<file path="config.mk">
export PLATFORM = sky130hd
export DESIGN_NAME = tdpram_port_arbiter
export DESIGN_NICKNAME = d
export VERILOG_FILES = /design/src/rtl/tdpram_port_arb_pkg.sv /design/src/rtl/tdpram_rr_pick.sv /design/src/rtl/tdpram_port_arbiter.sv
export SDC_FILE = /design/constraint.sdc
export NUM_CORES = 1
export LEC_CHECK = 0
export ABC_AREA = 1
export CORE_ASPECT_RATIO = 0.9
export CORE_MARGIN = 2
export CORE_UTILIZATION = 43
export CTS_CLUSTER_DIAMETER = 100
export DETAILED_ROUTE_END_ITERATION = 12
export HOLD_SLACK_MARGIN = 0.15
export PLACE_DENSITY = 0.86
export SLEW_MARGIN = 40
export SYNTH_ARGS = -nofsm -noshare
export SYNTH_HDL_FRONTEND = slang
export SYNTH_HIERARCHICAL = 1
export SYNTH_SLANG_ARGS = --single-unit
</file>
<file path="constraint.sdc">
create_clock -name CLK_I -period 8.9 [get_ports CLK_I]
set_clock_uncertainty 0.2 [all_clocks]
set_input_delay 1.78 -clock CLK_I [delete_from_list [all_inputs] [get_ports CLK_I]]
set_output_delay 1.78 -clock CLK_I [all_outputs]
set_load 0.1 [all_outputs]
</file>
<file path="src/rtl/tdpram_port_arb_pkg.sv">
// ---------------------------------------------------------------------------
// tdpram_port_arb_pkg
// Shared types, constants and helpers for the RAM port arbiter.
//   NUM_REQ_MAX        largest supported requester count
//   RD_LATENCY_NOREG   RAM read latency without output register
//   RD_LATENCY_OUTREG  RAM read latency with output register
//   req_vec_t          one-hot requester vector, NUM_REQ_MAX wide
//   onehot_to_idx      encodes a one-hot requester vector to its index
// ---------------------------------------------------------------------------
package tdpram_port_arb_pkg;

   localparam int NUM_REQ_MAX       = 8;
   localparam int IDX_MAX_W         = $clog2(NUM_REQ_MAX);
   localparam int RD_LATENCY_NOREG  = 1;
   localparam int RD_LATENCY_OUTREG = 2;

   typedef logic [NUM_REQ_MAX-1:0] req_vec_t;

   // OR-reduction encoder; the input is expected to carry at most one set bit.
   function automatic logic [IDX_MAX_W-1:0] onehot_to_idx(input req_vec_t oh);
      logic [IDX_MAX_W-1:0] idx;
      idx = {IDX_MAX_W{1'b0}};
      for (int i = 0; i < NUM_REQ_MAX; i++) begin
         idx = idx | (oh[i] ? IDX_MAX_W'(i) : {IDX_MAX_W{1'b0}});
      end
      return idx;
   endfunction

endpackage

</file>
<file path="src/rtl/tdpram_rr_pick.sv">
// ---------------------------------------------------------------------------
// tdpram_rr_pick
// Combinational round-robin picker: rotate the request vector so the
// requester after LAST is at bit 0, find the lowest set bit, rotate back.
//   REQ_I        per-requester valid
//   LAST_I       index of the most recently granted requester
//   EN_I         0 suppresses every grant
//   GRANT_O      one-hot grant (all zero when nothing is granted)
//   GRANT_IDX_O  index of the picked requester (meaningful only with a grant)
// ---------------------------------------------------------------------------
module tdpram_rr_pick
   import tdpram_port_arb_pkg::*;
#(
   parameter int NUM_REQ = 4,
   parameter int IDX_W   = (NUM_REQ >= 2) ? $clog2(NUM_REQ) : 1
) (
   input  logic [NUM_REQ-1:0] REQ_I,
   input  logic [IDX_W-1:0]   LAST_I,
   input  logic               EN_I,
   output logic [NUM_REQ-1:0] GRANT_O,
   output logic [IDX_W-1:0]   GRANT_IDX_O
);

   // Positions never exceed 2*NUM_REQ-1, so a single conditional subtract wraps them.
   function automatic logic [IDX_W-1:0] wrap_idx(input int pos);
      int w;
      if (pos >= NUM_REQ) begin
         w = pos - NUM_REQ;
      end else begin
         w = pos;
      end
      return IDX_W'(w);
   endfunction

   req_vec_t             rot_s;
   req_vec_t             first_s;
   logic [IDX_MAX_W-1:0] pick_s;
   logic [IDX_W-1:0]     idx_s;

   // Rotate the requests so that requester LAST+1 lands on bit 0
   always_comb begin
      rot_s = '0;
      for (int j = 0; j < NUM_REQ; j++) begin
         rot_s[j] = REQ_I[wrap_idx(int'(LAST_I) + 1 + j)];
      end
   end

   // Lowest set bit of the rotated vector, mapped back to an absolute index
   always_comb begin
      first_s = rot_s & (~rot_s + req_vec_t'(1'b1));
      pick_s  = onehot_to_idx(first_s);
      idx_s   = wrap_idx(int'(LAST_I) + 1 + int'(pick_s));
      GRANT_O = '0;
      if (EN_I && (rot_s != '0)) begin
         GRANT_O[idx_s] = 1'b1;
      end else begin
         GRANT_O = '0;
      end
      GRANT_IDX_O = idx_s;
   end

endmodule

</file>
<file path="src/rtl/tdpram_port_arbiter.sv">
// ---------------------------------------------------------------------------
// tdpram_port_arbiter
// Shares one port of a true dual-port RAM between NUM_REQ requesters.
// Round-robin grant is combinational; the winning command is registered onto
// the RAM port, and a one-hot tag pipeline routes read data back.
//   CLK_I / RST_I        port clock, asynchronous active-high reset
//   ARB_EN_I             0 blocks new grants (in-flight reads still finish)
//   REQ_VALID_I/WEN_I    per-requester command valid and write/read select
//   REQ_ADDR_I/DATA_I    packed per-requester address and write data
//   REQ_READY_O          one-hot grant
//   RSP_VALID_O          one-hot read-response strobe
//   RSP_DATA_O           read data (RAM_DOUT_I passed through)
//   RAM_WEN_O/ADDR_O/DIN_O  registered RAM command
//   RAM_DOUT_I           RAM read data
//   OUTSTANDING_O        reads issued whose response is not yet delivered
// ---------------------------------------------------------------------------
module tdpram_port_arbiter
   import tdpram_port_arb_pkg::*;
#(
   parameter int DATA_WIDTH = 8,
   parameter int DEPTH      = 128,
   parameter int ADDR_WIDTH = (DEPTH >= 2) ? $clog2(DEPTH) : 1,
   parameter int NUM_REQ    = 4,
   parameter int RD_LATENCY = RD_LATENCY_NOREG
) (
   input  logic                          CLK_I,
   input  logic                          RST_I,
   input  logic                          ARB_EN_I,
   input  logic [NUM_REQ-1:0]            REQ_VALID_I,
   input  logic [NUM_REQ-1:0]            REQ_WEN_I,
   input  logic [NUM_REQ*ADDR_WIDTH-1:0] REQ_ADDR_I,
   input  logic [NUM_REQ*DATA_WIDTH-1:0] REQ_DATA_I,
   output logic [NUM_REQ-1:0]            REQ_READY_O,
   output logic [NUM_REQ-1:0]            RSP_VALID_O,
   output logic [DATA_WIDTH-1:0]         RSP_DATA_O,
   output logic                          RAM_WEN_O,
   output logic [ADDR_WIDTH-1:0]         RAM_ADDR_O,
   output logic [DATA_WIDTH-1:0]         RAM_DIN_O,
   input  logic [DATA_WIDTH-1:0]         RAM_DOUT_I,
   output logic [1:0]                    OUTSTANDING_O
);

   localparam int IDX_W = (NUM_REQ >= 2) ? $clog2(NUM_REQ) : 1;

   generate
      if ((RD_LATENCY != RD_LATENCY_NOREG) && (RD_LATENCY != RD_LATENCY_OUTREG)) begin : g_bad_latency
         $error("tdpram_port_arbiter: RD_LATENCY must be 1 or 2");
      end
      if ((NUM_REQ < 2) || (NUM_REQ > NUM_REQ_MAX)) begin : g_bad_num_req
         $error("tdpram_port_arbiter: NUM_REQ must be in 2..8");
      end
      if (DEPTH > (1 << ADDR_WIDTH)) begin : g_bad_depth
         $error("tdpram_port_arbiter: ADDR_WIDTH too small for DEPTH");
      end
   endgenerate

   logic [IDX_W-1:0]      last_r;
   logic [NUM_REQ-1:0]    grant_s;
   logic [IDX_W-1:0]      grant_idx_s;
   logic                  pick_en_s;
   logic                  hs_s;
   logic                  rd_hs_s;
   logic                  rsp_any_s;
   logic                  sel_wen_s;
   logic [ADDR_WIDTH-1:0] sel_addr_s;
   logic [DATA_WIDTH-1:0] sel_data_s;
   logic                  ram_wen_r;
   logic [ADDR_WIDTH-1:0] ram_addr_r;
   logic [DATA_WIDTH-1:0] ram_din_r;
   logic [NUM_REQ-1:0]    tag_r [RD_LATENCY+1];
   logic [1:0]            outstanding_r;

   // Reset is folded in so no grant is shown while RST_I is high.
   assign pick_en_s = ARB_EN_I & ~RST_I;

   tdpram_rr_pick #(
      .NUM_REQ (NUM_REQ),
      .IDX_W   (IDX_W)
   ) u_pick (
      .REQ_I       (REQ_VALID_I),
      .LAST_I      (last_r),
      .EN_I        (pick_en_s),
      .GRANT_O     (grant_s),
      .GRANT_IDX_O (grant_idx_s)
   );

   assign hs_s    = |(grant_s & REQ_VALID_I);
   assign rd_hs_s = hs_s & ~sel_wen_s;

   // AND-OR steer of the granted requester's command fields
   always_comb begin
      sel_wen_s  = 1'b0;
      sel_addr_s = '0;
      sel_data_s = '0;
      for (int i = 0; i < NUM_REQ; i++) begin
         sel_wen_s  = sel_wen_s  | (grant_s[i] & REQ_WEN_I[i]);
         sel_addr_s = sel_addr_s | ({ADDR_WIDTH{grant_s[i]}} & REQ_ADDR_I[i*ADDR_WIDTH +: ADDR_WIDTH]);
         sel_data_s = sel_data_s | ({DATA_WIDTH{grant_s[i]}} & REQ_DATA_I[i*DATA_WIDTH +: DATA_WIDTH]);
      end
   end

   // RAM command register: load on handshake, otherwise drop WEN and hold address/data
   always_ff @(posedge CLK_I or posedge RST_I) begin
      if (RST_I) begin
         ram_wen_r  <= 1'b0;
         ram_addr_r <= '0;
         ram_din_r  <= '0;
      end else if (hs_s) begin
         ram_wen_r  <= sel_wen_s;
         ram_addr_r <= sel_addr_s;
         ram_din_r  <= sel_data_s;
      end else begin
         ram_wen_r  <= 1'b0;
      end
   end

   // Round-robin pointer; reset value gives requester 0 top priority
   always_ff @(posedge CLK_I or posedge RST_I) begin
      if (RST_I) begin
         last_r <= IDX_W'(NUM_REQ - 1);
      end else if (hs_s) begin
         last_r <= grant_idx_s;
      end else begin
         last_r <= last_r;
      end
   end

   // Read tag pipeline: stage 0 captures the reader, the last stage is the response strobe
   always_ff @(posedge CLK_I or posedge RST_I) begin
      if (RST_I) begin
         for (int k = 0; k <= RD_LATENCY; k++) begin
            tag_r[k] <= '0;
         end
      end else begin
         tag_r[0] <= rd_hs_s ? grant_s : '0;
         for (int k = 1; k <= RD_LATENCY; k++) begin
            tag_r[k] <= tag_r[k-1];
         end
      end
   end

   assign rsp_any_s = |tag_r[RD_LATENCY];

   // Reads in flight: up on a read handshake, down on a delivered response
   always_ff @(posedge CLK_I or posedge RST_I) begin
      if (RST_I) begin
         outstanding_r <= 2'd0;
      end else begin
         case ({rd_hs_s, rsp_any_s})
            2'b10:   outstanding_r <= outstanding_r + 2'd1;
            2'b01:   outstanding_r <= outstanding_r - 2'd1;
            default: outstanding_r <= outstanding_r;
         endcase
      end
   end

   assign REQ_READY_O   = grant_s;
   assign RSP_VALID_O   = tag_r[RD_LATENCY];
   assign RSP_DATA_O    = RAM_DOUT_I;
   assign RAM_WEN_O     = ram_wen_r;
   assign RAM_ADDR_O    = ram_addr_r;
   assign RAM_DIN_O     = ram_din_r;
   assign OUTSTANDING_O = outstanding_r;

endmodule

</file>
==> impl_metrics.ini <==
[power]
combPwrFrac = 0.716
p_sw_frac = 0.580
p_leak_nw = 1.71
p_int_mw = 0.410
p_sw_mw = 0.567
clock_power_share = 0.099
seq_power_share = 0.185
power_density_nw_per_um2 = 323
peakVddDrop_uv = 180

[synth]
synth_area_leader_cell = nand2_1
synth-seq-cells = 28
syn_avg_cell_area_um2 = 6.31
synth_cells = 347
synth_edf_count = 0
synthTopCellsByArea = nand2_1 (34%), dfrtp_1 (30%), inv_1 (7.4%)
synth_cell_types = 26
syn-num-nets = 428
ys.warnings.count = 6
synth_common_cells = nand2_1 (198), inv_1 (43), dfrtp_1 (26)
ys_seq_area_frac = 0.321
synthFlopType = dfrtp_1
synth.most_common_cell = nand2_1
synth_area_um2 = 2190
yosysTopAreaCellShare = 0.339
ys_async_sr_fraction = 1.00

[global_route]
grt_pass1_vias = 2134
track_usage = 0.193
antenna_found_initial = 0
grt_max_degree = 29
globalRouteOverflowTotal = 0
grt_pass1_wl_mm = 8.92

[clocking]
cts_max_level = 1
cts_setup_buffers = 0
cts_root_buf = clkbuf_8
clk_path_buf_depth = 2
cts_sinks = 28
cts_tree = done
worst_setup_hold_path_clk_slew_ns = 0.09
cts-resized-gates = 0
hold_buffers = 0
clk_latency_ns = 0.27
numCtsBuffers = 3

[status]
status = complete, no violations

[timing]
fin_tns_setup_ns = 0
relSlewSlack = 0.625
tightest_slew_ns = 0.562
post-route-min-period_ns = 6.56
setup_viol = 0
final-max-slew-violation-count = 0
setup_slack_ns = 2.34
max_freq_mhz = 152
timing.final.crit_share = 0.737
final-hold-violation-count = 0
rsz0062_at_grt = false

[drt]
vias_per_cell = 4.41
ant_nets = 0
drc = 0
wl_per_cell_um = 10.6
firstDrtPassIters = 4
via_count = 2169
wl_mm = 5.21
dr.first_iter.drc_count = 97

[placement]
portBuffers = 96
gp_congestion = 0.855
placed_area_um2 = 2940
dpl.hpwl_mm = 4.01
preCtsSetupSlack_ns = 2.17

[worst_setup_path]
end_kind = output pin
rr_worst_depth = 21
cp.required_ns = 6.92
worst_setup_path_start_kind = primary input
worst-setup-path-type = primary input to output pin
worstPathMaxFanout = 19
arrival_ns = 4.58

[layout]
syn2layout_area_growth_pct = 37.9
finalNetCount = 509
drive_gt1_frac = 0.159
diodes = 0
final_cell_area_um2 = 3020
fillCellCount = 480

[min_path]
holdPathStages = 0
min_path_type = flop to flop

[die]
die_w_um = 79.2
die_h_um = 71.7
ios = 113
dieArea_um2 = 5680
rows = 24
fp.coreArea_um2 = 4860
initial_core_util = 0.450

[flow_run]
maxCapViolCount = 0
==> cells by family (layout without fill, tap and decap cells) <==
logic type / after synthesis / in the layout / synth area share
AND/OR/NAND/NOR: 242 / 242 / 0.481
buffers and inverters: 70 / 150 / 0.171
flip-flops: 28 / 28 / 0.321
AO/OA/AOI/OAI: 3 / 3 / 0.00685
adder cells (fa/ha/maj): 2 / 2 / 0.0114
XOR/XNOR: 2 / 2 / 0.00800
==> worst paths after layout <==
check                      slack (ns)                  start                      endpoint
hold / removal                   0.16     tag_r[5]$_DFF_PP0_      RSP_VALID_O[1]$_DFF_PP0_
setup / recovery                 2.34         REQ_VALID_I[3]                REQ_READY_O[0]
setup reg to reg                 4.93  last_r[0]$_DFFE_PP1P_  OUTSTANDING_O[1]$_DFFE_PP0P_
max in group asynchronous        6.41                  RST_I     RAM_ADDR_O[0]$_DFFE_PP0P_
min in group asynchronous        1.71                  RST_I           RAM_WEN_O$_DFF_PP0_
hold reg to reg                  0.16     tag_r[5]$_DFF_PP0_      RSP_VALID_O[1]$_DFF_PP0_
==> power groups by stage <==
stage,Combinational [mW],Sequential (mW),Clock [mW]
finish,0.700,0.181,0.0968
global route,0.766,0.185,0.103
CTS,0.695,0.181,0.0986
detailed placement,0.693,0.183,0
global placement,0.703,0.182,0
floorplan,0.479,0.302,0
==> critical path, cell delays in order <==
cell and delay [ns]:
clkdlybuf4s50_1 0.48, inv_1 0.11, nand2_1 0.08, nand3_1 0.13, nand2_2 0.09, a21oi_1 0.18, nor2_1 0.08, ha_1 0.19
xor2_1 0.26, nand3b_4 0.22, nand2_4 0.07, nor2_4 0.38, buf_2 0.52
==> state kept, by name, summed over array words and instances, names as in the netlist <==
register and count:
last_r 2, RAM_ADDR_O 7, tag_r 4, RAM_WEN_O 1, RAM_DIN_O 8, OUTSTANDING_O 2
RSP_VALID_O 4
==> cells in the final DEF (no fill, tap or decap), types with 2 or more instances in the layout <==
cell             netlist  layout
nand2_1              198     198
clkdlybuf4s50_1        0      70
inv_1                 43      42
dfrtp_1               26      26
buf_2                  4      26
nand2_2               14      14
nor2_1                11      11
nand3_1                6       6
nand2_4                5       5
inv_2                  2       3
clkbuf_8               0       3
buf_4                 13       3
ha_1                   2       2
dfstp_2                2       2
nor2_4                 1       2
a21oi_2                0       2
==> metal layers <==
metal | vias to the layer above | wire length [µm] | GRT usage
met3 | 8 | 322 | 0.0403
met2 | 72 | 2780 | 0.378
li1 | 1151 | - | -
met1 | 938 | 2050 | 0.210
met5 | - | 0 | 0
met4 | 0 | 57 | 0.0479
==> area by class of cell <==
| class | instances | area [µm²] | share of cell area |
|---|---|---|---|
| multi-input combinational | 249 | 1120 | 0.372 |
| timing repair buffer | 99 | 853 | 0.283 |
| sequential | 28 | 703 | 0.233 |
| inverter | 47 | 186 | 0.0617 |
| tap | 65 | 81.3 | 0.0269 |
| clock buffer | 3 | 41.3 | 0.0137 |
| clock inverter | 1 | 30.0 | 0.00994 |
==> metrics by stage <==
step / utilization / total power, mW / instances / hold slack (ns)
finish: 0.621 / 0.977 / 492 / 0.156
global route: 0.621 / 1.05 / 492 / 0.169
CTS: 0.620 / 0.974 / 492 / 0.160
detailed placement: 0.605 / 0.876 / 488 / 0.137
global placement: 0.632 / 0.885 / 488 / 0.134
floorplan: - / 0.781 / 347 / 0.131
No activity file was read; power rests on OpenSTA's default activity.
